[config.mk]
export PLATFORM = sky130hd
export DESIGN_NAME = mul_shift_add
export DESIGN_NICKNAME = d
export VERILOG_FILES = /design/src/rtl/mul_shift_add.sv
export SDC_FILE = /design/constraint.sdc
export NUM_CORES = 1
export LEC_CHECK = 0
export BUFFER_PORTS_ARGS = -buffer_cell sky130_fd_sc_hd__clkbuf_2
export CORE_MARGIN = 1
export CORE_UTILIZATION = 46
export DETAILED_ROUTE_END_ITERATION = 8
export PLACE_DENSITY = 0.71
export SYNTH_ARGS = -nofsm -noshare
export SYNTH_HDL_FRONTEND = slang
export SYNTH_SLANG_ARGS = --single-unit
[constraint.sdc]
create_clock -name clk -period 4.2 [get_ports clk]
set_input_delay 1.05 -clock clk [delete_from_list [all_inputs] [get_ports clk]]
set_output_delay 1.05 -clock clk [all_outputs]
set_load 0.01 [all_outputs]
[src/rtl/mul_shift_add.sv]
// Iterative radix-2 shift-add multiplier for RV32M MUL/MULH/MULHSU/MULHU with valid/ready handshakes.
// Optional MUL_ZERO_BYPASS_EN: a zero operand skips the iteration and completes one cycle after accept.
module mul_shift_add #(
  parameter int DATA_WIDTH = 32
) (
  input  logic                  clk,
  input  logic                  rst_n,
  input  logic                  in_valid,
  output logic                  in_ready,
  input  logic [1:0]            op,
  input  logic [DATA_WIDTH-1:0] multiplicand,
  input  logic [DATA_WIDTH-1:0] multiplier,
  output logic                  out_valid,
  input  logic                  out_ready,
  output logic [DATA_WIDTH-1:0] result,
  output logic                  busy
);

  localparam int CNT_W = (DATA_WIDTH > 1) ? $clog2(DATA_WIDTH) : 1;
  localparam logic [CNT_W-1:0] CNT_LAST = CNT_W'(DATA_WIDTH - 1);

  localparam logic [1:0] S_IDLE = 2'd0;
  localparam logic [1:0] S_CALC = 2'd1;
  localparam logic [1:0] S_DONE = 2'd2;

  logic [1:0]              state;
  logic [CNT_W-1:0]        counter;
  logic                    last_iter;

  logic [DATA_WIDTH-1:0]   a_mag;
  logic [DATA_WIDTH-1:0]   acc;
  logic [DATA_WIDTH-1:0]   plier;
  logic                    neg;
  logic                    hi_sel;

  logic                    sign_a;
  logic                    sign_b;
  logic                    accept;
  logic [DATA_WIDTH:0]     sum;
  logic [2*DATA_WIDTH-1:0] prod;

  function automatic logic [DATA_WIDTH-1:0] magnitude(input logic [DATA_WIDTH-1:0] v,
                                                      input logic is_signed);
    // The most negative value maps onto itself, which is its correct unsigned magnitude.
    return (is_signed && v[DATA_WIDTH-1]) ? -v : v;
  endfunction

  function automatic logic [2*DATA_WIDTH-1:0] apply_sign(input logic [2*DATA_WIDTH-1:0] mag,
                                                         input logic negate);
    return negate ? -mag : mag;
  endfunction

  function automatic logic [DATA_WIDTH-1:0] select_half(input logic [2*DATA_WIDTH-1:0] p,
                                                        input logic upper);
    return upper ? p[2*DATA_WIDTH-1:DATA_WIDTH] : p[DATA_WIDTH-1:0];
  endfunction

  assign in_ready = (state == S_IDLE);
  assign busy     = (state != S_IDLE);
  assign accept   = in_valid & in_ready;
  assign sign_a   = multiplicand[DATA_WIDTH-1] & (op != 2'b11);
  assign sign_b   = multiplier[DATA_WIDTH-1] & (op == 2'b01);
  assign sum      = plier[0] ? ({1'b0, acc} + {1'b0, a_mag}) : {1'b0, acc};
  assign prod     = apply_sign({acc, plier}, neg);

`ifdef MUL_ZERO_BYPASS_EN
  logic zero_op;
  assign zero_op = (multiplicand == '0) || (multiplier == '0);
`endif

  always_ff @(posedge clk) begin
    if (!rst_n) begin
      state     <= S_IDLE;
      counter   <= '0;
      last_iter <= 1'b0;
      out_valid <= 1'b0;
      result    <= '0;
    end else begin
      case (state)
        S_IDLE: begin
          if (in_valid) begin
`ifdef MUL_ZERO_BYPASS_EN
            if (zero_op) begin
              state     <= S_DONE;
              out_valid <= 1'b1;
              result    <= '0;
            end else begin
              state     <= S_CALC;
              counter   <= '0;
              last_iter <= 1'b0;
            end
`else
            state     <= S_CALC;
            counter   <= '0;
            last_iter <= 1'b0;
`endif
          end
        end
        S_CALC: begin
          // The cycle after the final iteration folds in the sign and registers the chosen half.
          if (last_iter) begin
            state     <= S_DONE;
            out_valid <= 1'b1;
            result    <= select_half(prod, hi_sel);
            last_iter <= 1'b0;
          end else begin
            counter <= (counter == CNT_LAST) ? '0 : counter + 1'b1;
            if (counter == CNT_LAST) begin
              last_iter <= 1'b1;
            end
          end
        end
        S_DONE: begin
          if (out_ready) begin
            state     <= S_IDLE;
            out_valid <= 1'b0;
          end
        end
        default: begin
          state     <= S_IDLE;
          out_valid <= 1'b0;
        end
      endcase
    end
  end

  // Datapath: operand capture on accept, one shift-add step per CALC iteration.
  always_ff @(posedge clk) begin
    if (accept) begin
      a_mag  <= magnitude(multiplicand, op != 2'b11);
      plier  <= magnitude(multiplier, op == 2'b01);
      acc    <= '0;
      neg    <= sign_a ^ sign_b;
      hi_sel <= (op != 2'b00);
    end else if ((state == S_CALC) && !last_iter) begin
      acc   <= sum[DATA_WIDTH:1];
      plier <= {sum[0], plier[DATA_WIDTH-1:1]};
    end
  end

endmodule
Yosys cells after proc, flatten, opt, wreduce, memory -nomap -nowiden
Index checks and enable logic that the tools add are counted.
{"block": "totals", "in_bits": 70, "out_inout_bits": 35, "wordCells": 65, "register_bits": 139}
{"block": "classes", "n_mux": 22, "add_sub_neg": 5, "n_bitwise": 5, "n_eq_ne": 9, "n_reduce_logical": 14}
{"op": "$mux 32", "count": 5}
{"op": "$mux 64", "count": 1}
{"op": "$neg 32->32", "count": 2}
{"op": "$neg 64->64", "count": 1}
{"op": "$add 32x32->33", "count": 1}
{"op": "$mux 33", "count": 1}
{"op": "$mux 5", "count": 3}
{"op": "$ne 2x2->1 const B", "count": 5}
{"op": "$pmux 5 s2", "count": 1}
{"op": "$reduce_and 3->1", "count": 3}
{"op": "$reduce_bool 2->1", "count": 4}
{"op": "$mux 2", "count": 3}
{"op": "$pmux 2 s3", "count": 1}
{"op": "$add 5x1->5 const B", "count": 1}
{"op": "$eq 5x5->1 const B", "count": 1}
{"op": "$mux 1", "count": 5}
{"op": "$eq 2x1->1 const B", "count": 2}
{"op": "$reduce_and 2->1", "count": 2}
{"op": "$and 1x1->1", "count": 3}
{"op": "$logic_and 1x1->1", "count": 3}
{"op": "$pmux 1 s3", "count": 1}
{"op": "$eq 2x2->1 const B", "count": 1}
{"op": "$logic_not 2->1", "count": 1}
{"op": "$pmux 1 s2", "count": 1}
{"op": "3 further kinds", "count": 3}

Longest topological paths before layout
Gate-level depths: netlist of the first run.
{"block": "depth", "ltp_word": 4, "depth_mapped": 12, "mapped_depth_nobuf": 11}

Worst setup path before layout of the first run
OpenSTA, ideal clock, no wires.
{"block": "synth_timing", "path_kind": "input to register", "from": "input port multiplier[1]", "to": "register plier[30], data pin", "stages": 10, "slack_ns": 0.802, "arrival_ns": 3.132, "setup_time_ns": 0.267, "path_buffers": 0, "t_required_ns": 3.933, "path_cell_list": "inv_1 -> ha_1 -> nand2_1 -> nor4_1 -> nor3b_1 -> nand2_1 -> or4_4 -> o21ai_0 -> xor2_1 -> o21ai_0"}
{"block": "synth_via", "elab_chain_cells": 3}
{"item": "from (decl)", "line_no": "12", "rtl": "input logic [DATA_WIDTH-1:0] multiplier,"}
{"item": "$neg 32->32", "line_no": "45", "rtl": "return (is_signed && v[DATA_WIDTH-1]) ? -v : v;"}
{"item": "$mux 32", "line_no": "45"}
{"item": "$mux 32", "line_no": "129", "rtl": "if (accept) begin"}
{"item": "to (signal assigned)", "line_no": "131", "rtl": "plier <= magnitude(multiplier, op == 2'b01);"}
{"item": "to (signal assigned)", "line_no": "137", "rtl": "plier <= {sum[0], plier[DATA_WIDTH-1:1]};"}
{"item": "to (decl)", "line_no": "32", "rtl": "logic [DATA_WIDTH-1:0] plier;"}
Every way passes these cells.
A chain may end at the register's enable or synchronous reset.

Worst setup path in the final report of the first run
{"block": "layout_timing", "from": "input port multiplier[16]", "to": "register plier[30], data pin"}
The elaborated chain is that of the path after synthesis.

==> results.sh, run 1 <==
export IMPL_p_sw_frac=0.363
export IMPL_r2r_endpoint="result[24]"
export IMPL_initial_cell_density_of_the_core=0.473
export IMPL_power_report_internal_total_mw=3.30
export IMPL_worst_skew_pair_late_latency_ps=430
export IMPL_hold_path_class="reg -> reg"
export IMPL_worst_setup_slack_final_ps=880
export IMPL_pin_count_of_the_biggest_net_entering_global_routing=74
export IMPL_die_area_mm2=0.0216
export IMPL_cts_resized=0
export IMPL_globalRouteOverflowTotal=0
export IMPL_worstHoldStart="result[24]"
export IMPL_postSynth_asyncResetShare=0
export IMPL_power_per_cell_area_mw_per_mm2=470
export IMPL_synth_yosys_warnings=0
export IMPL_htree_num_levels=4
export IMPL_power_frac_comb=0.335
export IMPL_critPathCaptureType="register"
export IMPL_worstMarginPinSlew_ps=812
export IMPL_synth_flop_type="dfxtp_1"
export IMPL_coreArea_mm2=0.0204
export IMPL_irDropWorstVdd_mv=0.311
export IMPL_ff2ff_setup_slack_ps=1030
export IMPL_synth_cell_type_count=70
export IMPL_die_width_um=147
export IMPL_maxCapViolCount=0
export IMPL_netlist_area_mm2=0.00967
export IMPL_timing_critical_path_from_type="input port"
export IMPL_hold_path_end="result[24]"
export IMPL_power_leakage_nw=4.42
export IMPL_min_path_cells=2
export IMPL_pre_cts_ws_ps=493
export IMPL_cts_made_buffers=17
export IMPL_main_combinational_cell_family_by_area_after_synthesis="compound AO/OA/AOI/OAI gates"
export IMPL_post_synthesis_share_of_cell_area_spent_on_full_adders_half_adders_and_majority_gates=0.0500
export IMPL_chipHeight_um=147
export IMPL_grt_pass1_vias=7913
export IMPL_synth_compound_area_share=0.243
export IMPL_setup_viol=0
export IMPL_simple_gate_share_of_the_synthesized_area=0.180
export IMPL_ranking_of_synthesized_cells_by_instance_count="o21ai_0 (133), nand2_1 (132), a21oi_1 (88)"
export IMPL_post_route_period_util=0.790
export IMPL_cts_root_buf="clkbuf_16"
export IMPL_detail_route_first_pass_iterations=6
export IMPL_port_buffer_count=104
export IMPL_yosys_area_share_xor_xnor=0.126
export IMPL_number_of_enable_type_register_cells_in_the_synthesized_netlist=66
export IMPL_reg2reg_depth=8
export IMPL_cts_reportedPaths_clkPinSlew_ps=60
export IMPL_muxShareOfSynthArea=0.0135
export IMPL_final_antenna_net_count=0
export IMPL_syn_area_per_cell_um2=8.51
export IMPL_cts_root_to_sink_buffers=2
export IMPL_final_setup_tns_ps=0
export IMPL_postSynthNetCount=1244
export IMPL_share_of_the_yosys_chip_area_belonging_to_registers=0.356
export IMPL_finalHoldViolations=0
export IMPL_grt_setup_unrepaired="false"
export IMPL_layout_drive_gt1_share=0.151
export IMPL_netlist_instances=1136
export IMPL_synth_top_area_frac=0.205
export IMPL_wire_per_inst_um=16.8
export IMPL_dpl_hpwl_mm=19.0
export IMPL_cts_setup_buffers=0
export IMPL_post_cts_hold_fix_bufs=0
export IMPL_synth_top_cells_by_area="edfxtp_1 (20%), dfxtp_1 (15%), o21ai_0 (6.9%)"
export IMPL_wl_mm=25.2
export IMPL_critical_path_reg2reg_startpoint="plier[26]"
export IMPL_p_sw_mw=1.88
export IMPL_clock_power_share=0.295
export IMPL_drt_first_iter_violations=640
export IMPL_vias=8725
export IMPL_detail_route_vias_per_cell=5.82
export IMPL_status="completed"
export IMPL_floorplan_io_pins=105
export IMPL_synth_largest_area_cell="edfxtp_1"
export IMPL_sequentialPowerShare=0.370
export IMPL_worst_slew_margin_rel=0.459
export IMPL_post_route_drc_count=0
export IMPL_grt_usage=0.237
export IMPL_finalCriticalPeriod_ps=3320
export IMPL_finalNetCount=1323
export IMPL_yosys_reg_bits=139
export IMPL_achievable_frequency_ghz=0.301
export IMPL_first_pass_grt_wire_length_mm=40.7
export IMPL_worstPathMaxFanout=3
export IMPL_timing_critical_path_required_ps=4360
export IMPL_antenna_diode_count=0
export IMPL_critical_path_arrival_ps=3480
export IMPL_cts_sinks=139
export IMPL_syn_to_final_growth_pct=14.1
export IMPL_final_util=0.540
export IMPL_critical_path_class="in -> reg"
export IMPL_gp_routability_congestion=0.918
export IMPL_grt_antenna_before_repair=0
export IMPL_final_max_slew_viol_count=0
export IMPL_finalClockSkew_ps=8.45
export IMPL_synth_most_common_cell="o21ai_0"
export IMPL_clock_tree_from_tritoncts="done"
export IMPL_std_cell_rows=52
-- kinds of logic after synthesis --
kind of cell	count (synthesis)
AO/OA/AOI/OAI	377
XOR/XNOR	139
adder cells (fa/ha/maj)	38
buffers and inverters	80
flip-flops	139
multiplexers	13
AND/OR/NAND/NOR	350
-- per-layer routing --
metal / vias up / part of all wire / global-route usage
met5: - / 0 / 0
met4: 0 / 0.021 / 0.0794
met3: 41 / 0.045 / 0.0357
met2: 255 / 0.47 / 0.393
met1: 4079 / 0.46 / 0.317
li1: 4350 / - / -
-- power groups by stage --
stage | logic, mW | clock network, mW | registers (mW)
final | 1.74 | 1.53 | 1.92
after global routing | 1.94 | 1.60 | 1.94
after CTS | 1.72 | 1.54 | 1.91
after detailed placement | 1.71 | 0 | 1.94
after global placement | 1.68 | 0 | 1.93
after floorplan | 1.35 | 0 | 1.82
-- cell usage in the layout (no fill, tap or decap), types with 11 or more instances in the layout --
cell type / Yosys / layout
o21ai_0: 133 / 133
nand2_1: 132 / 131
clkbuf_2: 0 / 104
a21oi_1: 88 / 88
nor2_1: 76 / 76
xnor2_1: 73 / 73
dfxtp_1: 73 / 73
xor2_1: 66 / 66
edfxtp_1: 66 / 66
ha_1: 37 / 37
o31ai_1: 25 / 25
nand3_1: 24 / 24
inv_1: 21 / 21
a31oi_1: 21 / 21
clkbuf_16: 0 / 20
nor3_1: 18 / 18
a21o_1: 16 / 16
and3_1: 14 / 14
buf_4: 0 / 14
o41ai_1: 13 / 13
or3_1: 13 / 13
mux2i_1: 13 / 13
o21ai_1: 11 / 11
-- sequential cells by signal, summed over array words and instances, names as in the netlist, 2 cells and up --
signal and count:
a_mag 32, acc 32, plier 32, result 32, counter 5, state 2
-- through the flow --
stage                     area, um2  power (mW)  instances  hold WS (ps)
after floorplan                9670        3.17       1136           471
after global placement        10400        3.62       1466           438
after detailed placement      10400        3.65       1466           444
after CTS                     11000        5.18       1498           456
after global routing          11000        5.48       1498           478
final                         11000        5.18       1498           451
-- how the worst max path moves through the flow --
stage / end / from / cells after the start / slack [ps]
finish: plier[30] / multiplier[16] / 10 / 880
CTS: plier[30] / multiplier[16] / 10 / 940
global route: plier[29] / multiplier[2] / 10 / 750
floorplan: plier[30] / multiplier[1] / 10 / 800
detailed placement: plier[30] / multiplier[16] / 10 / 490
global placement: plier[30] / multiplier[16] / 10 / 610
-- area by class of cell --
type / count / area, um2
fillers: 1924 / 9400
well taps: 270 / 338
repair buffers: 118 / 626
inverters: 22 / 82.6
clock inverters: 7 / 43.8
multi-input cells: 917 / 5920
clock buffers: 25 / 569
flip-flops and latches: 139 / 3440
-- worst max-delay path, stage by stage --
cell	delay, ps
clkbuf_2	110
or4_1	580
nor4_1	420
nand2b_1	140
nor2_1	140
nand2_1	110
or4_4	460
o21ai_0	210
xor2_1	170
o21ai_0	80
Power figures use the tool's default switching activity.
==> inputs of run 2 (changes only) <==
Clock period 4.2 ns to 3.2 ns, I/O delays scaled along.
==> results.sh, run 2 (same netlist as run 1, synthesis figures left out) <==
export IMPL_cts_made_buffers=17
export IMPL_met1_usage=0.323
export IMPL_drt_first_iter_violations=621
export IMPL_final_antenna_net_count=0
export IMPL_setup_viol=0
export IMPL_coreArea_mm2=0.0204
export IMPL_achievable_frequency_ghz=0.318
export IMPL_critical_path_arrival_ps=3460
export IMPL_die_width_um=147
export IMPL_grt_usage=0.240
export IMPL_place_detailed_instances=1497
export IMPL_layout_drive_gt1_share=0.173
export IMPL_clock_tree_from_tritoncts="done"
export IMPL_initial_cell_density_of_the_core=0.473
export IMPL_worstMarginPinSlew_ps=946
export IMPL_final_max_slew_viol_count=0
export IMPL_worst_slew_margin_rel=0.369
export IMPL_worst_skew_pair_late_latency_ps=430
export IMPL_hold_path_class="reg -> reg"
export IMPL_finalHoldViolations=0
export IMPL_gp_routability_congestion=0.913
export IMPL_critPathCaptureType="register"
export IMPL_totalPowerFinal_mw=6.70
export IMPL_hold_ws_ps=447
export IMPL_irDropWorstVdd_mv=0.391
export IMPL_post_cts_hold_fix_bufs=0
export IMPL_seqCellArea_mm2=0.00344
export IMPL_grt_antenna_before_repair=0
export IMPL_timing_critical_path_required_ps=3510
export IMPL_grt_met3_usage=0.0280
export IMPL_worstPathMaxFanout=10
export IMPL_grt_setup_unrepaired="true"
export IMPL_pin_count_of_the_biggest_net_entering_global_routing=74
export IMPL_final_cell_mix="o21ai_0 (133), nand2_1 (131), clkbuf_2 (104), a21oi_1 (88), nor2_1 (76)"
export IMPL_antenna_diode_count=0
export IMPL_chipHeight_um=147
export IMPL_status="completed"
export IMPL_power_per_cell_area_mw_per_mm2=596
export IMPL_grt_pass1_vias=8211
export IMPL_r2r_endpoint="result[31]"
export IMPL_worst_setup_path_endpoint="result[31]"
export IMPL_critical_path_class="reg -> reg"
export IMPL_finalCriticalPeriod_ps=3140
export IMPL_port_buffer_count=104
export IMPL_maxCapViolCount=0
export IMPL_die_area_mm2=0.0216
export IMPL_mostFrequentLayoutCell="o21ai_0"
export IMPL_wl_mm=25.6
export IMPL_dpl_hpwl_mm=19.3
export IMPL_post_route_drc_count=0
export IMPL_vias=8942
export IMPL_gr_max_usage_layer="met2"
export IMPL_first_pass_grt_wire_length_mm=41.6
export IMPL_detail_route_vias_per_cell=5.84
export IMPL_multiInputGateArea_mm2=0.00594
export IMPL_finalClockSkew_ps=10.6
export IMPL_final_setup_tns_ps=0
export IMPL_std_cell_rows=52
export IMPL_stdcell_area_mm2=0.0112
export IMPL_cts_reportedPaths_clkPinSlew_ps=60
export IMPL_cts_sinks=139
export IMPL_fillers=1888
export IMPL_critical_path_startpoint="plier[20]"
export IMPL_grtUsageMet2=0.400
export IMPL_floorplan_io_pins=105
export IMPL_placedInstanceArea_mm2=0.0107
export IMPL_finalNetCount=1357
export IMPL_wire_per_inst_um=16.7
export IMPL_globalRouteOverflowTotal=0
export IMPL_timing_critical_path_from_type="register"
export IMPL_htree_num_levels=4
export IMPL_power_leakage_nw=4.56
export IMPL_detail_route_first_pass_iterations=5
export IMPL_cts_root_buf="clkbuf_16"
export IMPL_syn_to_final_growth_pct=16.2
export IMPL_final_instance_count_excl_fill=1532
export IMPL_post_route_period_util=0.982
export IMPL_cts_root_to_sink_buffers=2
export IMPL_critical_path_reg2reg_startpoint="plier[20]"
export IMPL_ff2ff_setup_slack_ps=60
export IMPL_reg2reg_depth=8
## run 2: worst min-delay path by stage
stage	startpoint	end	slack (ps)	depth (start not counted)
2_1_floorplan	result[28]	result[28]	470	2
3_3_place_gp	result[31]	result[31]	440	1
3_5_place_dp	result[13]	result[13]	440	2
4_1_cts	result[13]	result[13]	450	2
5_1_grt	result[13]	result[13]	470	2
6_report	result[13]	result[13]	450	2
## run 2: where the power goes
group          internal [mW]  total, mW  switching, mW
Combinational           1.05       2.47           1.42
Clock                  0.990       1.79          0.801
Sequential              2.12       2.44          0.311
Total                   4.16       6.70           2.53
## run 2: critical path, stage by stage, from the launching register on
cell and delay, ps:
edfxtp_1 450, or4_1 620, or3_1 470, nor3_4 310
nand4_2 320, o31ai_2 330, xor2_1 210, a21oi_1 110
a21o_1 200
## run 2: cell type report
class                           instances  area share
Multi-Input combinational cell        917       0.529
Sequential cell                       139       0.306
Timing Repair Buffer                  152      0.0806
Clock buffer                           18      0.0382
Tap cell                              270      0.0301
Clock inverter                         14     0.00858
Inverter                               22     0.00735
## run 2: per-stage QoR
stage / util / setup WS [ps]
floorplan: - / 51.6
global placement: 0.522 / -56.0
detailed placement: 0.522 / -88.4
CTS: 0.547 / 114
global route: 0.550 / -103
finish: 0.550 / 56.2
## run 2: what timing repair did
action | 4_1_cts | 5_1_grt
endpoints found under the setup margin | 0 | 1
buffers inserted | 0 | 3
gates resized for setup | 0 | 2
## run 2: per-layer routing
metal | wire, um | part of all wire | vias up
met2 | 12300 | 0.48 | 261
met1 | 11500 | 0.45 | 4222
met4 | 570 | 0.022 | 0
met3 | 1220 | 0.048 | 42
met5 | 0 | 0 | -
li1 | - | - | 4417
==> inputs of run 3 (changes only) <==
Settings changed: ABC_AREA from default to 1, CORE_ASPECT_RATIO from default to 1.1, PLACE_DENSITY 0.71 to 0.7.
==> results.sh, run 3 <==
export IMPL_worst_slew_margin_rel=0.414
export IMPL_grt_setup_unrepaired="false"
export IMPL_floorplan_io_pins=105
export IMPL_timing_critical_path_from_type="register"
export IMPL_finalHoldViolations=0
export IMPL_final_cell_mix="nand2_1 (539), nor2_1 (222), inv_1 (219), nand3_1 (173), a21oi_1 (123)"
export IMPL_grt_pass1_vias=11200
export IMPL_irDropWorstVdd_mv=0.323
export IMPL_clock_tree_from_tritoncts="done"
export IMPL_htree_num_levels=4
export IMPL_coreArea_mm2=0.0247
export IMPL_pin_count_of_the_biggest_net_entering_global_routing=80
export IMPL_p_sw_mw=2.95
export IMPL_synth_compound_area_share=0.133
export IMPL_final_setup_tns_ps=0
export IMPL_synth_yosys_warnings=0
export IMPL_ranking_of_synthesized_cells_by_instance_count="nand2_1 (539), nor2_1 (222), inv_1 (219)"
export IMPL_finalCriticalPeriod_ps=2370
export IMPL_status="completed"
export IMPL_finalClockSkew_ps=11.0
export IMPL_gp_routability_congestion=0.986
export IMPL_chipHeight_um=169
export IMPL_post_synthesis_share_of_cell_area_spent_on_full_adders_half_adders_and_majority_gates=0.0414
export IMPL_seqCellArea_mm2=0.00344
export IMPL_number_of_enable_type_register_cells_in_the_synthesized_netlist=66
export IMPL_first_pass_grt_wire_length_mm=59.7
export IMPL_synth_top_cells_by_area="nand2_1 (17%), edfxtp_1 (17%), dfxtp_1 (13%)"
export IMPL_power_per_cell_area_mw_per_mm2=535
export IMPL_yosys_area_share_xor_xnor=0.0458
export IMPL_clock_power_share=0.270
export IMPL_critPathCaptureType="register"
export IMPL_critical_path_arrival_ps=2700
export IMPL_power_leakage_nw=6.29
export IMPL_cts_made_buffers=17
export IMPL_multiInputGateArea_mm2=0.00711
export IMPL_final_instance_count_excl_fill=2284
export IMPL_grt_usage=0.297
export IMPL_critical_path_class="reg -> reg"
export IMPL_netlist_instances=1877
export IMPL_postSynthNetCount=1985
export IMPL_cts_sinks=139
export IMPL_final_max_slew_viol_count=0
export IMPL_place_detailed_instances=2252
export IMPL_mostFrequentLayoutCell="nand2_1"
export IMPL_syn_area_per_cell_um2=6.21
export IMPL_wl_mm=38.5
export IMPL_worst_skew_pair_late_latency_ps=430
export IMPL_final_antenna_net_count=0
export IMPL_antenna_diode_count=0
export IMPL_finalNetCount=2069
export IMPL_post_route_drc_count=0
export IMPL_power_frac_comb=0.378
export IMPL_share_of_the_yosys_chip_area_belonging_to_registers=0.295
export IMPL_post_route_period_util=0.742
export IMPL_setup_viol=0
export IMPL_std_cell_rows=60
export IMPL_postSynth_asyncResetShare=0
export IMPL_synth_largest_area_cell="nand2_1"
export IMPL_worstPathMaxFanout=6
export IMPL_cts_reportedPaths_clkPinSlew_ps=60
export IMPL_vias=12600
export IMPL_cts_root_buf="clkbuf_16"
export IMPL_yosys_reg_bits=139
export IMPL_detail_route_first_pass_iterations=6
export IMPL_power_report_internal_total_mw=4.01
export IMPL_globalRouteOverflowTotal=0
export IMPL_drt_first_iter_violations=1218
export IMPL_grt_antenna_before_repair=1
export IMPL_fillers=2572
export IMPL_cts_root_to_sink_buffers=2
export IMPL_detail_route_vias_per_cell=5.53
export IMPL_synth_top_area_frac=0.173
export IMPL_dpl_hpwl_mm=30.6
export IMPL_simple_gate_share_of_the_synthesized_area=0.390
export IMPL_synth_cell_type_count=44
export IMPL_sequentialPowerShare=0.352
export IMPL_port_buffer_count=104
export IMPL_p_sw_frac=0.424
export IMPL_wire_per_inst_um=16.8
export IMPL_main_combinational_cell_family_by_area_after_synthesis="simple AND/OR/NAND/NOR gates"
export IMPL_syn_to_final_growth_pct=11.6
export IMPL_maxCapViolCount=0
export IMPL_die_width_um=154
export IMPL_reg2reg_depth=14
export IMPL_cts_resized=0
export IMPL_cts_setup_buffers=0
export IMPL_achievable_frequency_ghz=0.421
export IMPL_worstMarginPinSlew_ps=877
export IMPL_hold_ws_ps=467
export IMPL_min_path_cells=2
export IMPL_hold_path_class="reg -> reg"
export IMPL_post_cts_hold_fix_bufs=0
export IMPL_die_area_mm2=0.0260
export IMPL_layout_drive_gt1_share=0.106
export IMPL_initial_cell_density_of_the_core=0.472
export IMPL_netlist_area_mm2=0.0117
export IMPL_synth_most_common_cell="nand2_1"
export IMPL_timing_critical_path_required_ps=3530
export IMPL_synth_flop_type="dfxtp_1"
export IMPL_muxShareOfSynthArea=0
[run 3: path summary, 6_finish.rpt]
kind	from	to	slack, ps
min reg2reg	out_valid	out_valid	470
max	acc[0]	acc[27]	830
min	out_valid	out_valid	470
max reg2reg	acc[0]	acc[27]	830
[run 3: cell families after synthesis]
| family | count (synthesis) |
|---|---|
| AO/OA/AOI/OAI | 297 |
| XOR/XNOR | 61 |
| adder cells (fa/ha/maj) | 38 |
| buffers and inverters | 287 |
| flip-flops | 139 |
| AND/OR/NAND/NOR | 1055 |
[run 3: power groups by stage]
stage / clock network, mW / registers [mW] / logic [mW]
floorplan: 0 / 2.31 / 1.88
global placement: 0 / 2.46 / 2.55
detailed placement: 0 / 2.47 / 2.57
CTS: 1.89 / 2.43 / 2.59
global route: 1.98 / 2.46 / 2.94
finish: 1.88 / 2.45 / 2.63
[run 3: per-stage QoR]
| step | total power [mW] | area, um2 | worst slack (ps) | util |
|---|---|---|---|---|
| after floorplan | 4.19 | 11700 | 601 | - |
| after global placement | 5.02 | 12500 | 675 | 0.504 |
| after detailed placement | 5.04 | 12500 | 638 | 0.504 |
| after CTS | 6.91 | 13000 | 846 | 0.527 |
| after global routing | 7.38 | 13000 | 593 | 0.527 |
| final | 6.96 | 13000 | 827 | 0.527 |
[run 3: cell type report]
type,instances,area share
clock buffer,20,0.0336
sequential,139,0.265
inverter,235,0.0678
tap,310,0.0298
timing repair buffer,117,0.0485
clock inverter,12,0.00913
multi-input combinational,1451,0.547
[run 3: layer usage]
| metal | routed length [um] | track usage | up-vias |
|---|---|---|---|
| met1 | 17800 | 0.418 | 5787 |
| li1 | - | - | 6287 |
| met3 | 2770 | 0.0445 | 67 |
| met4 | 1330 | 0.122 | 0 |
| met2 | 16600 | 0.453 | 484 |
| met5 | 0 | 0 | - |
[run 3: critical path, stage by stage (launching register included)]
cell     delay, ps
dfxtp_1        450
ha_1           310
fa_1           410
nand3_1        100
nand2_1        110
nand2_1         80
nand2_1        140
nand2_1        100
nand2_1        120
nand2_1        120
nand2_1         60
nand2_1         60
nand3_1         80
nand2_1         90
nand2_1         50
